`src/rtl/memory_arbiter.sv`:
```
// Single-port RAM arbiter between instruction fetch and data memory stage: data priority
// with a bounded D-streak cap. Optional grant timeout enabled by `define MEM_ARB_TIMEOUT_EN.
module memory_arbiter #(
  parameter int WORD_W      = 32,
  parameter int MAX_DSTREAK = 4,
  parameter int TIMEOUT     = 64
) (
  input  logic              CLK,
  input  logic              RST,
  input  logic              iREN,
  input  logic [WORD_W-1:0] iaddr,
  output logic              iwait,
  output logic [WORD_W-1:0] iload,
  input  logic              dREN,
  input  logic              dWEN,
  input  logic [WORD_W-1:0] daddr,
  input  logic [WORD_W-1:0] dstore,
  output logic              dwait,
  output logic [WORD_W-1:0] dload,
  output logic              ramREN,
  output logic              ramWEN,
  output logic [WORD_W-1:0] ramaddr,
  output logic [WORD_W-1:0] ramstore,
  input  logic [WORD_W-1:0] ramload,
  input  logic [1:0]        ramstate,
  output logic              timeout
);

  localparam logic [1:0] RAM_ACCESS = 2'b10;
  localparam logic [3:0] STREAK_MAX = 4'(MAX_DSTREAK);

  typedef enum logic [1:0] {IDLE, DGRANT, IGRANT} state_t;

  state_t     state_q, state_d;
  logic [3:0] streak_q, streak_d;
  logic       d_req;
  logic       ram_done;
  logic       age_expired;

  assign d_req    = dREN | dWEN;
  assign ram_done = (ramstate == RAM_ACCESS);

`ifdef MEM_ARB_TIMEOUT_EN
  localparam int AGE_W = $clog2(TIMEOUT + 1);

  logic [AGE_W-1:0] age_q;
  logic             timeout_q;
  logic             grant_stall;

  // A grant is only "stalled" while its requester still holds the request.
  assign grant_stall = ((state_q == DGRANT) && d_req) || ((state_q == IGRANT) && iREN);
  assign age_expired = grant_stall && !ram_done && (age_q == AGE_W'(TIMEOUT - 1));

  // Every grant is entered from IDLE, so clearing in IDLE restarts the age per grant.
  always_ff @(posedge CLK) begin
    if (RST) begin
      age_q     <= '0;
      timeout_q <= 1'b0;
    end else begin
      age_q     <= (state_q == IDLE) ? '0 : age_q + 1'b1;
      timeout_q <= timeout_q | age_expired;
    end
  end

  assign timeout = timeout_q;
`else
  assign age_expired = 1'b0;
  assign timeout     = 1'b0;
`endif

  always_ff @(posedge CLK) begin
    if (RST) begin
      state_q  <= IDLE;
      streak_q <= '0;
    end else begin
      state_q  <= state_d;
      streak_q <= streak_d;
    end
  end

  always_comb begin
    state_d  = state_q;
    streak_d = streak_q;
    ramREN   = 1'b0;
    ramWEN   = 1'b0;
    ramaddr  = '0;
    ramstore = '0;
    iwait    = 1'b1;
    dwait    = 1'b1;
    iload    = '0;
    dload    = '0;

    unique case (state_q)
      IDLE: begin
        if (d_req && !(iREN && (streak_q == STREAK_MAX))) begin
          state_d = DGRANT;
        end else if (iREN) begin
          state_d = IGRANT;
        end
      end

      DGRANT: begin
        if (!d_req) begin
          state_d = IDLE;
        end else begin
          ramaddr  = daddr;
          ramstore = dstore;
          ramWEN   = dWEN;
          ramREN   = dREN & ~dWEN;
          if (ram_done) begin
            dwait   = 1'b0;
            dload   = dWEN ? '0 : ramload;
            state_d = IDLE;
            // Count consecutive D wins only while fetch is actually waiting.
            if (iREN) begin
              streak_d = (streak_q == STREAK_MAX) ? streak_q : streak_q + 4'd1;
            end else begin
              streak_d = '0;
            end
          end else if (age_expired) begin
            state_d = IDLE;
          end
        end
      end

      IGRANT: begin
        if (!iREN) begin
          state_d = IDLE;
        end else begin
          ramaddr = iaddr;
          ramREN  = 1'b1;
          if (ram_done) begin
            iwait    = 1'b0;
            iload    = ramload;
            state_d  = IDLE;
            streak_d = '0;
          end else if (age_expired) begin
            state_d = IDLE;
          end
        end
      end

      default: state_d = IDLE;
    endcase
  end

endmodule

```
`config.mk`:
```
export PLATFORM = sky130hd
export DESIGN_NAME = memory_arbiter
export DESIGN_NICKNAME = d
export VERILOG_FILES = /design/src/rtl/memory_arbiter.sv
export SDC_FILE = /design/constraint.sdc
export NUM_CORES = 1
export LEC_CHECK = 0
export ABC_AREA = 1
export CORE_AREA = 2 2 105 107
export CTS_BUF_LIST = sky130_fd_sc_hd__clkbuf_2 sky130_fd_sc_hd__clkbuf_4 sky130_fd_sc_hd__clkbuf_8
export DETAILED_ROUTE_END_ITERATION = 10
export DIE_AREA = 0 0 107 109
export GPL_ROUTABILITY_DRIVEN = 0
export SYNTH_ARGS = -nofsm -noshare
export SYNTH_HDL_FRONTEND = slang
export SYNTH_SLANG_ARGS = --single-unit
export TNS_END_PERCENT = 50
```
`constraint.sdc`:
```
create_clock -name CLK -period 3.17 [get_ports CLK]
set_clock_uncertainty 0.05 [all_clocks]
set_input_delay 0.951 -clock CLK [delete_from_list [all_inputs] [get_ports CLK]]
set_output_delay 0.951 -clock CLK [all_outputs]
set_load 0.02 [all_outputs]
```
==> flow_summary.ini <==
[worst_setup_path]
timing.rr.start = state_q[1]
slowest_stage = dlygate4sd2_1
end_kind = primary output
crit_path_max_fanout = 5
cp.required_ns = 2.17
crit_type = in2out
critPathMaxStageDelay_ns = 0.31
cp_cell_sequence = dlygate4sd2_1 > buf_4 > o21ai_4 > buf_4 > nor2_1 > dlygate4sd2_1
start_kind = primary input
critPathArrivalTime_ns = 2.14
startpoint = dREN

[die]
start_util_pct = 15.9
die_width_um = 107
ios = 268
die_h_um = 109
dieArea_mm2 = 0.0117
num_rows = 38
core-area_mm2 = 0.0106

[timing]
hold_slack_ns = 0.442
setup_viol = 0
rsz0062_at_grt = true
finalCritPeriodShare_pct = 99.1
finalHoldViolCount = 0
fin_crit_ns = 3.14
slew_viol_final = 0
timing.fmax_ghz = 0.318

[cts]
hold_buffers = 0
insertion_delay_ns = 0.22
cts_sinks = 6
cts_tree = done
cts_buffers = 3
clkTransAtPathRegs_ns = 0.04
htreeDepth = 1
clock_path_buffers = 2
cts_root_buf = clkbuf_8

[routing]
dr.pass1.iters = 4
vias_per_cell = 3.97
finalWirelength_um = 9590
ant_nets = 0
vias = 3144
wl_per_cell_um = 12.1
drc = 0
drtIter0Drc = 102

[finish]
layout-drive-gt1-share_pct = 24.4
multi_input_area_mm2 = 0.00120
fillers = 1199
antenna_cells = 0
fin_nets = 794
design_area_mm2 = 0.00446
area_growth_pct = 164
regArea_um2 = 120
final_util_pct = 42.0

[flow_run]
cap_viol_max_count = 0

[yosys]
yosys_warnings = 0
ys_types = 22
ys_ff_latch = 6
postSynthAreaPerCell_um2 = 4.49
synth_area_mm2 = 0.00169
syn_nets = 517
syn_inst = 376
synth-seq-area-share_pct = 7.12

[power]
leakage_nw = 2.39
irDropWorstVdd_mv = 0.0873
internal_power_mw = 0.441
finalPower_mw = 0.723
clkPwrFrac_pct = 15.2
swShare_pct = 38.9
seqPwrFrac_pct = 11.7
power.density_mw_per_mm2 = 162
combinationalPowerShare_pct = 73.1
switchingPower_mw = 0.281

[hold_path]
hp-start = streak_q[2]
min_path_type = reg2reg

[global_route]
grt_pass1_vias = 2955
antenna_found_initial = 0
grt_max_degree = 34
grtUsageTotal_pct = 14.6
gr-total-overflow = 0
grt_pass1_wl_um = 13900

[place]
post_dp_cell_area_mm2 = 0.00461
dpl.hpwl_um = 7580
io_buffers = 266

[status]
status = finished, final reports clean
==> synth_stat cells, drive strengths merged <==
cell | number | share of area [%]
clkbuf | 3 | 0.67
inv | 83 | 18
a21boi | 1 | 0.44
a21oi | 36 | 11
o21ai | 4 | 1.4
conb | 1 | 0.22
ha | 6 | 4.4
nand3 | 6 | 1.8
nor2 | 115 | 26
clkinv | 1 | 0.22
buf | 16 | 5.6
dfxtp | 6 | 7.1
nand4 | 2 | 0.74
nand2 | 96 | 21
==> cells in the final DEF, fill, tap and decap left out, drive strengths merged <==
cell type      synthesis  routed
clkdlybuf4s50          0     132
buf                   16     121
nor2                 115     115
nand2                 96      96
inv                   83      83
a21oi                 36      36
clkdlybuf4s15          0      16
dlygate4sd2            0      12
clkbuf                 3      12
nand3                  6       6
ha                     6       6
dfxtp                  6       6
o21ai                  4       4
nand4                  2       2
clkinv                 1       1
a21boi                 1       1
conb                   1       1
bufbuf                 0       1
==> through the flow <==
step	setup slack, ns	TNS [ns]	instances
global placement	-0.627	-65.23	780
finish	0.0275	0	791
CTS	0.00204	0	788
floorplan	0.392	0	376
global route	-0.0374	-0.856	791
detailed placement	-0.589	-64.31	780
==> routing by layer <==
layer	up-vias	share of wire, %	GRT usage (%)	wire length (um)
met2	160	52	29.8	4980
met5	-	0	0	0
li1	1634	-	-	-
met4	0	0.48	1.86	46
met3	4	9.8	3.71	938
met1	1346	38	15.2	3620
==> what timing repair did <==
action	in CTS	in global routing
pin swaps	4	2
setup endpoints to repair	132	91
buffers inserted	2	1
cloned	3	2
gates resized for setup	449	73
==> power groups by stage <==
stage	clock, mW	sequential, mW	combinational, mW
CTS	0.113	0.0843	0.514
floorplan	0	0.0844	0.206
finish	0.110	0.0844	0.528
global placement	0	0.0850	0.518
detailed placement	0	0.0855	0.520
global route	0.123	0.0853	0.572
==> final timing paths <==
path	endpoint	slack, ns	depth (start not counted)
worst max register to register	state_q[1]	1.46	10
worst min register to register	streak_q[2]	0.44	2
worst max-delay path	ramstore[31]	0.03	6
worst min-delay path	streak_q[2]	0.44	2
==> sequential cells by signal (all words and copies together), names as in the netlist <==
register / flops
streak_q: 4
state_q: 2
==> cell type report <==
type,instances,share of cell area [%]
Timing Repair Buffer,291,58.3
Sequential cell,6,2.70
Inverter,84,7.19
Multi-Input combinational cell,267,27.0
Clock buffer,3,0.927
Tap cell,140,3.93
==> logic make-up after synthesis <==
family,count (synthesis),share of synthesized area [%]
adder cells (fa/ha/maj),6,4.45
flip-flops,6,7.12
buffers and inverters,103,25.0
AO/OA/AOI/OAI,41,12.8
AND/OR/NAND/NOR,219,50.5
other,1,0.222
==> critical path: cells and delay by family <==
kind,cells,cell delay [ns]
compound gates,1,0.24
buf+inv,4,0.90
simple gates,1,0.04
Note: power is estimated with default switching activity, not from simulation.
